[src/rtl/cic_pkg.sv]
// Shared definitions for the CIC decimator sequencer and datapath:
// state encoding, default/minimum ratios and the stage count.
package cic_pkg;

    typedef enum logic [1:0] {
        ST_IDLE   = 2'd0,
        ST_FLUSH  = 2'd1,
        ST_SETTLE = 2'd2,
        ST_RUN    = 2'd3
    } cic_state_t;

    localparam int CIC_NUM_STAGES = 4;
    // Outputs discarded after a flush: one per integrator/comb stage plus one.
    localparam int CIC_SETTLE     = CIC_NUM_STAGES + 1;
    localparam int CIC_DEF_RATE   = 256;
    localparam int CIC_MIN_RATE   = 4;

endpackage

[src/rtl/cic_dec_ctl_if.sv]
// Config, decimator-control and sample-strobe signals of the CIC sequencer.
interface cic_dec_ctl_if #(
    parameter int RW = 12
);
    logic          enable;
    logic [RW-1:0] cfg_rate;
    logic          cfg_wr;
    logic          cic_reset;
    logic          cic_ena_out;
    logic          cic_valid;
    logic          out_valid;
    logic [RW-1:0] rate_cur;
    logic          settled;

    modport master (
        output enable, cfg_rate, cfg_wr, cic_valid,
        input  cic_reset, cic_ena_out, out_valid, rate_cur, settled
    );

    modport slave (
        input  enable, cfg_rate, cfg_wr, cic_valid,
        output cic_reset, cic_ena_out, out_valid, rate_cur, settled
    );
endinterface

[src/rtl/cic_rate_gen.sv]
// Output-rate counter: dcnt runs 0..rate-1 and ena_out is a registered
// 2-clock pulse at dcnt 0 and 1; clr holds both at zero.
module cic_rate_gen #(
    parameter int RW = 12
) (
    input  logic          clk,
    input  logic          reset,
    input  logic          clr,
    input  logic [RW-1:0] rate,
    output logic          ena_out
);
    logic [RW-1:0] dcnt_reg;

    always_ff @(posedge clk or posedge reset) begin
        if (reset) begin
            dcnt_reg <= '0;
            ena_out  <= 1'b0;
        end else if (clr) begin
            dcnt_reg <= '0;
            ena_out  <= 1'b0;
        end else begin
            ena_out  <= (dcnt_reg <= RW'(1));
            dcnt_reg <= (dcnt_reg == rate - RW'(1)) ? '0 : dcnt_reg + RW'(1);
        end
    end
endmodule

[src/rtl/cic_dec_ctl.sv]
// CIC decimator sequencer: flush on enable/rate change, discard the settling
// outputs, then turn the decimator's 2-clock valid into a 1-clock strobe.
module cic_dec_ctl
    import cic_pkg::*;
#(
    parameter int RW        = 12,
    parameter int DEF_RATE  = CIC_DEF_RATE,
    parameter int MIN_RATE  = CIC_MIN_RATE,
    parameter int FLUSH_CYC = 8,
    parameter int SETTLE    = CIC_SETTLE
) (
    input  logic         clk,
    input  logic         reset,
    cic_dec_ctl_if.slave bus
);
    localparam int FW = (FLUSH_CYC > 1) ? $clog2(FLUSH_CYC) : 1;
    localparam int SW = $clog2(SETTLE + 1);
    localparam logic [FW-1:0] FLUSH_LAST  = FW'(FLUSH_CYC - 1);
    localparam logic [SW-1:0] SETTLE_LAST = SW'(SETTLE - 1);
    localparam logic [SW-1:0] SETTLE_MAX  = SW'(SETTLE);

    cic_state_t    state_reg, state_next;
    logic [FW-1:0] fcnt_reg, fcnt_next;
    logic [SW-1:0] scnt_reg;
    logic [RW-1:0] rate_cur_reg, pend_rate_reg, wr_rate, rate_src;
    logic          pend_reg, valid_d_reg, out_valid_reg;
    logic          rise, flush_load, idle_copy, rate_clr;

    assign wr_rate  = (bus.cfg_rate < RW'(MIN_RATE)) ? RW'(MIN_RATE) : bus.cfg_rate;
    assign rate_src = bus.cfg_wr ? wr_rate : pend_rate_reg;
    assign rise     = bus.cic_valid & ~valid_d_reg;

    always_comb begin
        state_next = state_reg;
        if (!bus.enable) begin
            state_next = ST_IDLE;
        end else begin
            case (state_reg)
                ST_IDLE:   state_next = ST_FLUSH;
                ST_FLUSH:  if (!bus.cfg_wr && fcnt_reg == FLUSH_LAST) state_next = ST_SETTLE;
                ST_SETTLE: begin
                    if (bus.cfg_wr)                              state_next = ST_FLUSH;
                    else if (rise && scnt_reg == SETTLE_LAST)    state_next = ST_RUN;
                end
                ST_RUN:    if (bus.cfg_wr) state_next = ST_FLUSH;
                default:   state_next = ST_IDLE;
            endcase
        end

        fcnt_next = '0;
        if (state_reg == ST_FLUSH && state_next == ST_FLUSH && !bus.cfg_wr)
            fcnt_next = fcnt_reg + FW'(1);

        // A new ratio takes effect when a flush starts or restarts, never mid-period.
        flush_load = (state_next == ST_FLUSH) && (state_reg != ST_FLUSH || bus.cfg_wr)
                     && (bus.cfg_wr || pend_reg);
        idle_copy  = (state_reg == ST_IDLE) && pend_reg;
        rate_clr   = (state_reg inside {ST_IDLE, ST_FLUSH}) || (state_next inside {ST_IDLE, ST_FLUSH});
    end

    always_ff @(posedge clk or posedge reset) begin
        if (reset) begin
            state_reg     <= ST_IDLE;
            fcnt_reg      <= '0;
            scnt_reg      <= '0;
            rate_cur_reg  <= RW'(DEF_RATE);
            pend_rate_reg <= RW'(DEF_RATE);
            pend_reg      <= 1'b0;
            valid_d_reg   <= 1'b0;
            out_valid_reg <= 1'b0;
        end else begin
            state_reg   <= state_next;
            fcnt_reg    <= fcnt_next;
            valid_d_reg <= bus.cic_valid;
            if (bus.cfg_wr)
                pend_rate_reg <= wr_rate;
            if (flush_load) begin
                rate_cur_reg <= rate_src;
                pend_reg     <= 1'b0;
            end else begin
                if (idle_copy)
                    rate_cur_reg <= pend_rate_reg;
                pend_reg <= bus.cfg_wr | (pend_reg & ~idle_copy);
            end
            if (state_reg inside {ST_IDLE, ST_FLUSH})
                scnt_reg <= '0;
            else if (rise && scnt_reg != SETTLE_MAX)
                scnt_reg <= scnt_reg + SW'(1);
            // Edges that coincide with leaving RUN are dropped.
            out_valid_reg <= rise && (state_reg == ST_RUN) && (state_next == ST_RUN);
        end
    end

    cic_rate_gen #(.RW(RW)) u_rate_gen (
        .clk     (clk),
        .reset   (reset),
        .clr     (rate_clr),
        .rate    (rate_cur_reg),
        .ena_out (bus.cic_ena_out)
    );

    assign bus.cic_reset = (state_reg == ST_IDLE) || (state_reg == ST_FLUSH);
    assign bus.settled   = (state_reg == ST_RUN);
    assign bus.out_valid = out_valid_reg;
    assign bus.rate_cur  = rate_cur_reg;
endmodule

[src/flat_wrapper.sv]
// flat-port wrapper written by rule: the top's interface ports become plain ports
module cic_dec_ctl_flat import cic_pkg::*;
#(
    parameter int RW        = 12,
    parameter int DEF_RATE  = CIC_DEF_RATE,
    parameter int MIN_RATE  = CIC_MIN_RATE,
    parameter int FLUSH_CYC = 8,
    parameter int SETTLE    = CIC_SETTLE
)
  (clk, reset, bus_enable, bus_cfg_rate, bus_cfg_wr, bus_cic_valid, bus_cic_reset, bus_cic_ena_out, bus_out_valid, bus_rate_cur, bus_settled);
  cic_dec_ctl_if #(.RW(RW)) bus_i ();
  input  logic clk;
  input  logic reset;
  input wire logic [$bits(bus_i.enable)-1:0] bus_enable;
  input wire logic [$bits(bus_i.cfg_rate)-1:0] bus_cfg_rate;
  input wire logic [$bits(bus_i.cfg_wr)-1:0] bus_cfg_wr;
  input wire logic [$bits(bus_i.cic_valid)-1:0] bus_cic_valid;
  output wire logic [$bits(bus_i.cic_reset)-1:0] bus_cic_reset;
  output wire logic [$bits(bus_i.cic_ena_out)-1:0] bus_cic_ena_out;
  output wire logic [$bits(bus_i.out_valid)-1:0] bus_out_valid;
  output wire logic [$bits(bus_i.rate_cur)-1:0] bus_rate_cur;
  output wire logic [$bits(bus_i.settled)-1:0] bus_settled;
  assign bus_i.enable = bus_enable;
  assign bus_i.cfg_rate = bus_cfg_rate;
  assign bus_i.cfg_wr = bus_cfg_wr;
  assign bus_i.cic_valid = bus_cic_valid;
  assign bus_cic_reset = bus_i.cic_reset;
  assign bus_cic_ena_out = bus_i.cic_ena_out;
  assign bus_out_valid = bus_i.out_valid;
  assign bus_rate_cur = bus_i.rate_cur;
  assign bus_settled = bus_i.settled;
  cic_dec_ctl #(.RW(RW), .DEF_RATE(DEF_RATE), .MIN_RATE(MIN_RATE), .FLUSH_CYC(FLUSH_CYC), .SETTLE(SETTLE)) u_core (.clk(clk), .reset(reset), .bus(bus_i));
endmodule
[config.mk]
export PLATFORM = sky130hd
export DESIGN_NAME = cic_dec_ctl_flat
export DESIGN_NICKNAME = d
export VERILOG_FILES = /design/src/rtl/cic_pkg.sv /design/src/rtl/cic_dec_ctl_if.sv /design/src/rtl/cic_rate_gen.sv /design/src/rtl/cic_dec_ctl.sv /design/src/flat_wrapper.sv
export SDC_FILE = /design/constraint.sdc
export NUM_CORES = 1
export LEC_CHECK = 0
export CAP_MARGIN = 15
export CORE_UTILIZATION = 55
export CTS_CLUSTER_DIAMETER = 100
export DETAILED_ROUTE_END_ITERATION = 8
export PLACE_DENSITY = 0.87
export REMOVE_ABC_BUFFERS = 1
export SLEW_MARGIN = 20
export SYNTH_ARGS = -nofsm -noshare
export SYNTH_HDL_FRONTEND = slang
export SYNTH_SLANG_ARGS = --single-unit
export TNS_END_PERCENT = 50
[constraint.sdc]
create_clock -name clk -period 2.6 [get_ports clk]
set_input_delay 0.39 -clock clk [delete_from_list [all_inputs] [get_ports clk]]
set_output_delay 0.39 -clock clk [all_outputs]
set_load 0.05 [all_outputs]
==> flow_results.org, run 1 <==
** Outcome
- The run finished with clean final reports.

** Final layout
- The finished cells cover 3160 µm².
- Leading cell type in the layout, fill and taps excluded :: sky130_fd_sc_hd__dfrtp_1
- The filler cells instantiated in the layout total roughly 390.
- From synthesis to final layout, the design area changed by 16.2%.
- Number of nets in the finished design :: 317
- Util after Layout :: 0.666
- The library cells used most frequently in the layout, excluding fill and tap cells, are 46 x sky130_fd_sc_hd__dfrtp_1, 32 x sky130_fd_sc_hd__clkdlybuf4s50_1, 23 x sky130_fd_sc_hd__nand2_1.
- Of the cells placed in the final design, the portion with a size suffix greater than 1 is 0.140.
- Excluding fillers, the count of instances in the completed layout stands at 359.
- Diodes inserted :: 0

** Floorplan
- 33 I/O pins were placed.
- Die boundary height :: around 72 µm
- Row cnt :: 25
- Total Die Area :: 5240 µm²
- The initial utilization of the core area, before any placement, comes to 0.573.
- Width of the chip :: 72.4 µm
- The region available for standard cell placement spans around 4800 µm².

** Power
- The worst-case IR drop observed on VDD is 0.379 mV.
- Overall power consumption after layout is estimated at 1.78 mW.
- For this design the ratio of total power to cell area is 561 nW/µm².
- Static leakage :: approximately 1.4 nW

** Synthesis
- Area leader, netlist :: sky130_fd_sc_hd__dfrtp_1
- Synthesized-area fraction occupied by xor and xnor cells :: 0.0804
- Multiplexer area fraction after synthesis :: 0.0703
- Number of synthesized flops with an enable pin :: 0
- Of the post-synthesis cell area, the dominant cell type holds 0.423.
- Counting flops with an async set or reset pin after synthesis yields a share of 1.00.
- After synthesis, the cell types taking the most area are sky130_fd_sc_hd__dfrtp_1 42%, sky130_fd_sc_hd__xor2_1 5.1%, sky130_fd_sc_hd__a211oi_2 4.6%.
- Largest family of logic cells by synthesized area :: compound AO/OA/AOI/OAI gates
- After technology mapping, the gate count stands at between 200 and 300.
- Post-Synth Simple-Gate Area :: 0.149
- Of the total synthesized cell area, the portion taken by full adders, half adders and majority gates is 0.0413.
- The cell area that synthesis handed to floorplanning was 2720 µm².
- Top FF cell, synth :: sky130_fd_sc_hd__dfrtp_1
- After synthesis, the mean cell area works out to around 10 µm².
- Flop and latch count out of synthesis :: 48
- Share of synthesized area occupied by flip-flops and latches :: 0.442
- The fraction of the mapped netlist area in compound gates is 0.164.
- Counting distinct cell types in the post-synthesis netlist gives 47.
- Number of synthesis warnings :: 0

** Global route
- For this run, the total global-route usage over all layers was measured as 0.242.
- Global routing usage on met3 :: 0.0486
- Overflow after GRT :: 0
- Met2 Resource Use GR :: 0.409
- Largest net degree at the start of global routing :: 40
- Initial antenna violation count :: 0
- The layer flagged by global routing as most heavily used is met2.
- The first global-routing pass estimated 9630 µm of wire.
- Vias in the first global route :: 2,019
- For this run, global-route usage on met1 was measured as 0.312.

** Hold path
- The path with the worst hold slack has its endpoint at u_core.fcnt_reg[0].
- Along the worst hold path, the cell count comes to 1.
- Worst min path class :: flop to flop
- Startpoint of the lowest-slack hold path :: u_core.fcnt_reg[0]

** Critical path
- In this run the register-to-register setup slack is 0.33 ns.
- Measured in cells, the most critical reg-to-reg path has a length of 8.
- Chain of cells forming the critical path :: inv_1, ha_1, nand3_1, a221oi_2, a41oi_1, a2111oi_4, buf_4, a211oi_2
- Worst path required time :: 2.75 ns
- Arrival time at the worst endpoint :: 2.42 ns
- Longest individual stage delay on the worst path :: 0.44 ns
- STA classifies the critical path startpoint as a flop.
- The startpoint identified for the worst register-to-register timing path is u_core.bus.rate_cur[0].
- Critical path's slowest cell :: sky130_fd_sc_hd__dfrtp_1
- Among cell families on the critical path, the largest total delay comes from compound AO/OA/AOI/OAI gates.
- Worst setup path category :: flop to flop
- The worst register-to-register path ends at u_core.u_rate_gen.dcnt_reg[4].
- Max FO, Critical Path :: 12
- Together, buffers and inverters on the worst path number 2.
- The worst setup path is captured at a flop.

** Clocking
- Counting every sink on the clock net gives 48.
- Count of cells resized by post-cts repair :: 0
- Deepest level of the CTS H-tree :: 2
- Post-CTS timing repair inserted 0 buffers for setup.
- Buffer levels on the longest clock path :: 2
- Cts-stage hold buffer count :: 0
- Clock-pin slew reported for the worst setup and hold paths after clock tree synthesis :: 0.09 ns
- TritonCTS Buffers :: 5
- Clk Latency, worst-skew pair :: 0.30 ns
- Clk Tree Root Cell :: sky130_fd_sc_hd__clkbuf_8
- TritonCTS built the clock tree.

** Drt
- For this run, the detailed router's first-pass iteration total came to 4.
- Detailed routing inserted a total of a little over 2,000 vias.
- Count of routing violations after the opening detailed-route iteration :: between 150 and 200
- Routed Antenna Nets :: 0
- Total Routed Length :: slightly below 6000 µm
- Number of remaining DRC errors :: 0
- Vias per Instance :: around 5.8
- Dividing the detail-routed wire length by the instance count gives 16.2 µm.

** STA
- Final number of setup-violating endpoints :: 0
- Final Worst Setup Slack :: 0.326 ns
- The final-report max-slew violation count is 0.
- RSZ-0062 raised after global routing :: false
- Worst slew pin tran :: 0.805 ns
- Final hold violation count :: 0
- Final cycle utilization of the critical path :: 0.875
- Headroom to the max-slew limit came out at 0.463.
- The routed design could run at a clock period as short as 2.27 ns.
- Between clock sinks in the finished design, the worst skew comes to just under 0.009 ns.
- FMAX :: between 400 and 500 MHz

** Placed design
- The congestion estimate from routability-driven global placement came to between 0.8 and 0.9.
- Count of input and output buffers :: 32
- Counting tap cells, the placed design contains a total of roughly 350 instances.
- After detailed placement, the total cell area comes to 3070 µm².
- Placed wire-length estimate after detailed placement :: 4160 µm
- At the placement stage, the worst setup path has a slack of around 0.39 ns.

** Job
- Reported max-cap violation count :: 0
## layer usage
metal,share of wire,vias up
li1,-,991
met1,0.45,1005
met2,0.50,57
met3,0.033,14
met4,0.020,0
met5,0,-
## where the power goes
part	internal, mW	switching [mW]
clock	0.213	0.244
sequential	0.801	0.0752
combinational	0.173	0.270
total	1.19	0.589
## cells in the mapped netlist (5+ instances only)
library cell / number
sky130_fd_sc_hd__a21oi_1: 7
sky130_fd_sc_hd__nand3_1: 10
sky130_fd_sc_hd__nor3_1: 5
sky130_fd_sc_hd__and2_1: 5
sky130_fd_sc_hd__mux2_2: 9
sky130_fd_sc_hd__nor2_1: 15
sky130_fd_sc_hd__xnor2_1: 9
sky130_fd_sc_hd__xor2_1: 16
sky130_fd_sc_hd__o21ai_0: 11
sky130_fd_sc_hd__nor4_1: 5
sky130_fd_sc_hd__a211oi_2: 10
sky130_fd_sc_hd__nand2_1: 23
sky130_fd_sc_hd__ha_1: 9
sky130_fd_sc_hd__inv_1: 13
sky130_fd_sc_hd__a211oi_1: 5
sky130_fd_sc_hd__and3_1: 7
sky130_fd_sc_hd__dfrtp_1: 46
sky130_fd_sc_hd__mux2i_1: 9
sky130_fd_sc_hd__clkbuf_1: 7
## per-stage QoR
stage	hold WS, ns	TNS (ns)
finish	0.457	0
global route	0.478	0
CTS	0.460	0
detailed placement	0.449	0
global placement	0.424	0
floorplan	0.409	-1.06
## worst max path at each step
stage	from	to	slack, ns	cells after the start
after global placement	u_core.bus.rate_cur[0]	u_core.u_rate_gen.dcnt_reg[11]	0.46	8
after detailed placement	u_core.bus.rate_cur[0]	u_core.u_rate_gen.dcnt_reg[11]	0.39	8
after floorplan	u_core.bus.rate_cur[0]	u_core.u_rate_gen.dcnt_reg[0]	-0.11	7
after global routing	u_core.bus.rate_cur[0]	u_core.u_rate_gen.dcnt_reg[11]	0.16	8
final	u_core.bus.rate_cur[0]	u_core.u_rate_gen.dcnt_reg[4]	0.33	8
after CTS	u_core.bus.rate_cur[0]	u_core.u_rate_gen.dcnt_reg[11]	0.36	8
## area by class of cell
type	count	area, µm²	area share
Clock buffer	6	82.6	0.0261
Sequential cell	48	1200	0.380
Timing Repair Buffer	37	358	0.113
Tap cell	67	83.8	0.0265
Multi-Input combinational cell	186	1380	0.435
Clock inverter	2	10.0	0.00316
Inverter	13	48.8	0.0154
## cells by family after synthesis
kind of cell	count (synthesis)
AO/OA/AOI/OAI	54
XOR/XNOR	25
adder cells (fa/ha/maj)	9
buffers and inverters	28
flip-flops	48
multiplexers	18
AND/OR/NAND/NOR	80
(Power assumes the default switching activity.)
==> run 2, diff against run 1 <==
==> constraint.sdc (replaced) <==
create_clock -name clk -period 2.83 [get_ports clk]
set_input_delay 0.4245 -clock clk [delete_from_list [all_inputs] [get_ports clk]]
set_output_delay 0.4245 -clock clk [all_outputs]
set_load 0.05 [all_outputs]
==> run 2 against run 1 <==
Against the previous run:
- critical endpoint is now u_core.u_rate_gen.dcnt_reg[11]
- global-route usage fell by 0.98 points
- highest routed layer unchanged
- first-iteration DRC count shrank 14%
- combinational power shrank 8.6%
==> flow_results.org, run 2 (same netlist as run 1, synthesis figures left out) <==
** Critical path
- The required time of the critical path came to 2.99 ns (was 2.75 ns).
- The start-to-end type of the worst setup path was flop to flop (unchanged).
- Longest individual stage delay on the worst path :: 0.43 ns (was 0.44 ns)
- Chain of cells forming the critical path: inv_1, ha_1, o21ba_1, a221oi_2, a41oi_1, a2111oi_4, buf_4, a211oi_1 (was inv_1, ha_1, nand3_1, a221oi_2, a41oi_1, a2111oi_4, buf_4, a211oi_2).
- R2r startpoint :: u_core.bus.rate_cur[0] (unchanged)
- Sum of buffers and inverters on the critical path :: 2 (unchanged)
- The top fanout value on the critical path came to 12 (unchanged).
- The critical path data arrival time came to 2.39 ns (was 2.42 ns).
- The kind of capture point of the worst setup path is a flop (unchanged).
- The number of cells on the worst reg-to-reg path is 8 (unchanged).
- The cell family with the largest share of critical-path delay was compound AO/OA/AOI/OAI gates (unchanged).
- The slowest cell on the critical path was sky130_fd_sc_hd__dfrtp_1 (unchanged).
- Capturing point of the worst reg2reg path :: u_core.u_rate_gen.dcnt_reg[11] (was u_core.u_rate_gen.dcnt_reg[4])
- Setup slack on the worst flop-to-flop path :: 0.60 ns (was 0.33 ns)
- The startpoint type of the worst setup path was a flop (unchanged).

** STA
- The post-layout worst setup margin came to 0.599 ns (was 0.326 ns).
- Fin crit period :: 2.23 ns (was 2.27 ns)
- Clock Skew :: 0.00611 ns (was 0.00894 ns)
- Final hold violation count :: 0 (unchanged)
- Minimum hold slack :: 0.334 ns (was 0.457 ns)
- The final number of setup-violating endpoints is 0 (unchanged).
- The share of the cycle needed by the critical path after routing came to 0.789 (was 0.875).
- The total negative slack came to 0 ns (unchanged).
- Worst slew pin tran :: 0.704 ns (was 0.805 ns)
- RSZ-0062 raised after global routing: false (unchanged).
- The highest attainable clock frequency is 448 MHz (was 440 MHz).
- The final-report max-slew violation count was 0 (unchanged).
- The headroom to the max-slew limit is 0.529 (was 0.463).

** Final layout
- Multi-input gate area in the final layout :: 1380 µm² (unchanged)
- The relative area change from synthesis to final layout is 16.0% (was 16.2%).
- The sequential cell area was 1200 µm² (unchanged).
- Leading cell type in the layout, fill and taps excluded :: sky130_fd_sc_hd__dfrtp_1 (unchanged)
- Fill count :: 392 (was 388)
- The number of nets in the layout came to 317 (unchanged).
- Most frequent cells in the layout :: 46 x sky130_fd_sc_hd__dfrtp_1, 32 x sky130_fd_sc_hd__clkdlybuf4s50_1, 23 x sky130_fd_sc_hd__nand2_1 (unchanged)
- The final core utilization came to 0.664 (was 0.666).
- Share of layout cells above drive strength 1 :: 0.140 (unchanged)
- The number of antenna diodes was 0 (unchanged).

** Clocking
- TritonCTS Buffers :: 5 (unchanged)
- The total of cells resized after clock tree synthesis came to 0 (unchanged).
- Buffer levels on the longest clock path :: 2 (unchanged)
- Deepest level of the CTS H-tree :: 2 (unchanged)
- Number of post-CTS setup repair buffers :: 0 (unchanged)
- Clk Latency, worst-skew pair :: 0.31 ns (was 0.30 ns)
- Clock-pin slew reported for the worst setup and hold paths after clock tree synthesis :: 0.09 ns (about the same)
- The count of hold buffers inserted by post-cts repair came to 0 (unchanged).
- Clk Tree Root Cell :: sky130_fd_sc_hd__clkbuf_8 (unchanged)
- Clock tree from TritonCTS :: yes (unchanged)
- The number of clock sinks came to 48 (unchanged).

** Floorplan
- I/O pin cnt :: 33 (unchanged)
- The area of the core was 4750 µm² (unchanged).
- Width of the chip :: 72.4 µm (unchanged)
- Total Die Area :: 5240 µm² (unchanged)
- Row cnt :: 25 (unchanged)
- Initial core utilization :: 0.573 (unchanged)
- Die boundary height :: 72.4 µm (unchanged)

** Drt
- Total Routed Length :: 5370 µm (was 5810 µm)
- The number of iterations in the first detailed-routing pass is 5 (was 4).
- The starting DRC count in detailed routing is 134 (was 156).
- The detail-routed net length per standard cell is 15.0 µm (was 16.2 µm).
- The total vias in the final route was 2,024 (was 2,067).
- The post-route antenna net violation count came to 0 (unchanged).
- Vias per Instance :: 5.64 (was 5.76)
- Number of remaining DRC errors :: 0 (unchanged)

** Placed design
- Count of input and output buffers :: 32 (unchanged)
- RePlAce Congestion :: 0.834 (was 0.815)
- The half-perimeter wire length after placement is 3980 µm (was 4160 µm).
- Setup WS pre-CTS :: 0.633 ns (was 0.388 ns)

** Power
- The leakage power figure came to 1.37 nW (about the same).
- Pwr Total :: 1.62 mW (was 1.78 mW)
- The power per standard cell area was 513 nW/µm² (was 561 nW/µm²).
- The peak supply drop came to 0.356 mV (was 0.379 mV).

** Global route
- The number of antenna violations at the first check in global routing was 0 (unchanged).
- The first-pass GRT wire length came to 9390 µm (was 9630 µm).
- The via count of the first global-routing pass was 2,023 (was 2,019).
- Global router's overall resource usage :: 0.232 (was 0.242)
- Overflow after GRT :: 0 (unchanged)
- The largest net degree at the start of global routing is 22 (was 40).

** Outcome
- Outcome :: finished clean (unchanged)

** Job
- Reported max-cap violation count :: 0 (unchanged)

** Hold path
- Worst min path class :: input port to async pin (was flop to flop)
[run 2: cell count changes in the layout (fill, tap and decap cells not counted)]
| cell | change |
|---|---|
| sky130_fd_sc_hd__clkbuf_8 | -1 |
| sky130_fd_sc_hd__clkinv_4 | +1 |
[run 2: layout make-up]
type | instances | share of cell area
Clock buffer | 5 | 0.0218
Clock inverter | 3 | 0.00594
Inverter | 13 | 0.0154
Multi-Input combinational cell | 186 | 0.436
Sequential cell | 48 | 0.381
Tap cell | 67 | 0.0265
Timing Repair Buffer | 37 | 0.113
[run 2: power breakdown]
group | leakage, nW | switching, mW | total [mW] | internal, mW
logic | 0.707 | 0.246 | 0.405 | 0.159
clock network | 0.0479 | 0.242 | 0.414 | 0.173
registers | 0.610 | 0.0654 | 0.801 | 0.736
total | 1.37 | 0.553 | 1.62 | 1.07
[run 2: per-layer routing]
layer / vias to the layer above / routed length (µm) / track usage / share of wire
li1: 987 / - / - / -
met1: 993 / 2530 / 0.317 / 0.47
met2: 39 / 2650 / 0.377 / 0.49
met3: 5 / 157 / 0.0472 / 0.029
met4: 0 / 42 / 0.0632 / 0.0078
met5: - / 0 / 0 / 0
[run 2: worst max-delay path by stage]
stage                                start                              to  slack, ns  depth (start not counted)
finish              u_core.bus.rate_cur[0]  u_core.u_rate_gen.dcnt_reg[11]       0.60                          8
global route        u_core.bus.rate_cur[0]   u_core.u_rate_gen.dcnt_reg[5]       0.43                          8
CTS                    u_core.state_reg[1]                   bus_cic_reset       0.60                          2
detailed placement  u_core.bus.rate_cur[0]  u_core.u_rate_gen.dcnt_reg[11]       0.63                          8
global placement    u_core.bus.rate_cur[0]  u_core.u_rate_gen.dcnt_reg[11]       0.70                          8
floorplan           u_core.bus.rate_cur[0]   u_core.u_rate_gen.dcnt_reg[0]       0.12                          7
[run 2: stage by stage]
| stage | instances | instance area (µm²) |
|---|---|---|
| global placement | 351 | 3070 |
| finish | 359 | 3160 |
| CTS | 359 | 3160 |
| floorplan | 247 | 2630 |
| detailed placement | 351 | 3070 |
| global route | 359 | 3160 |
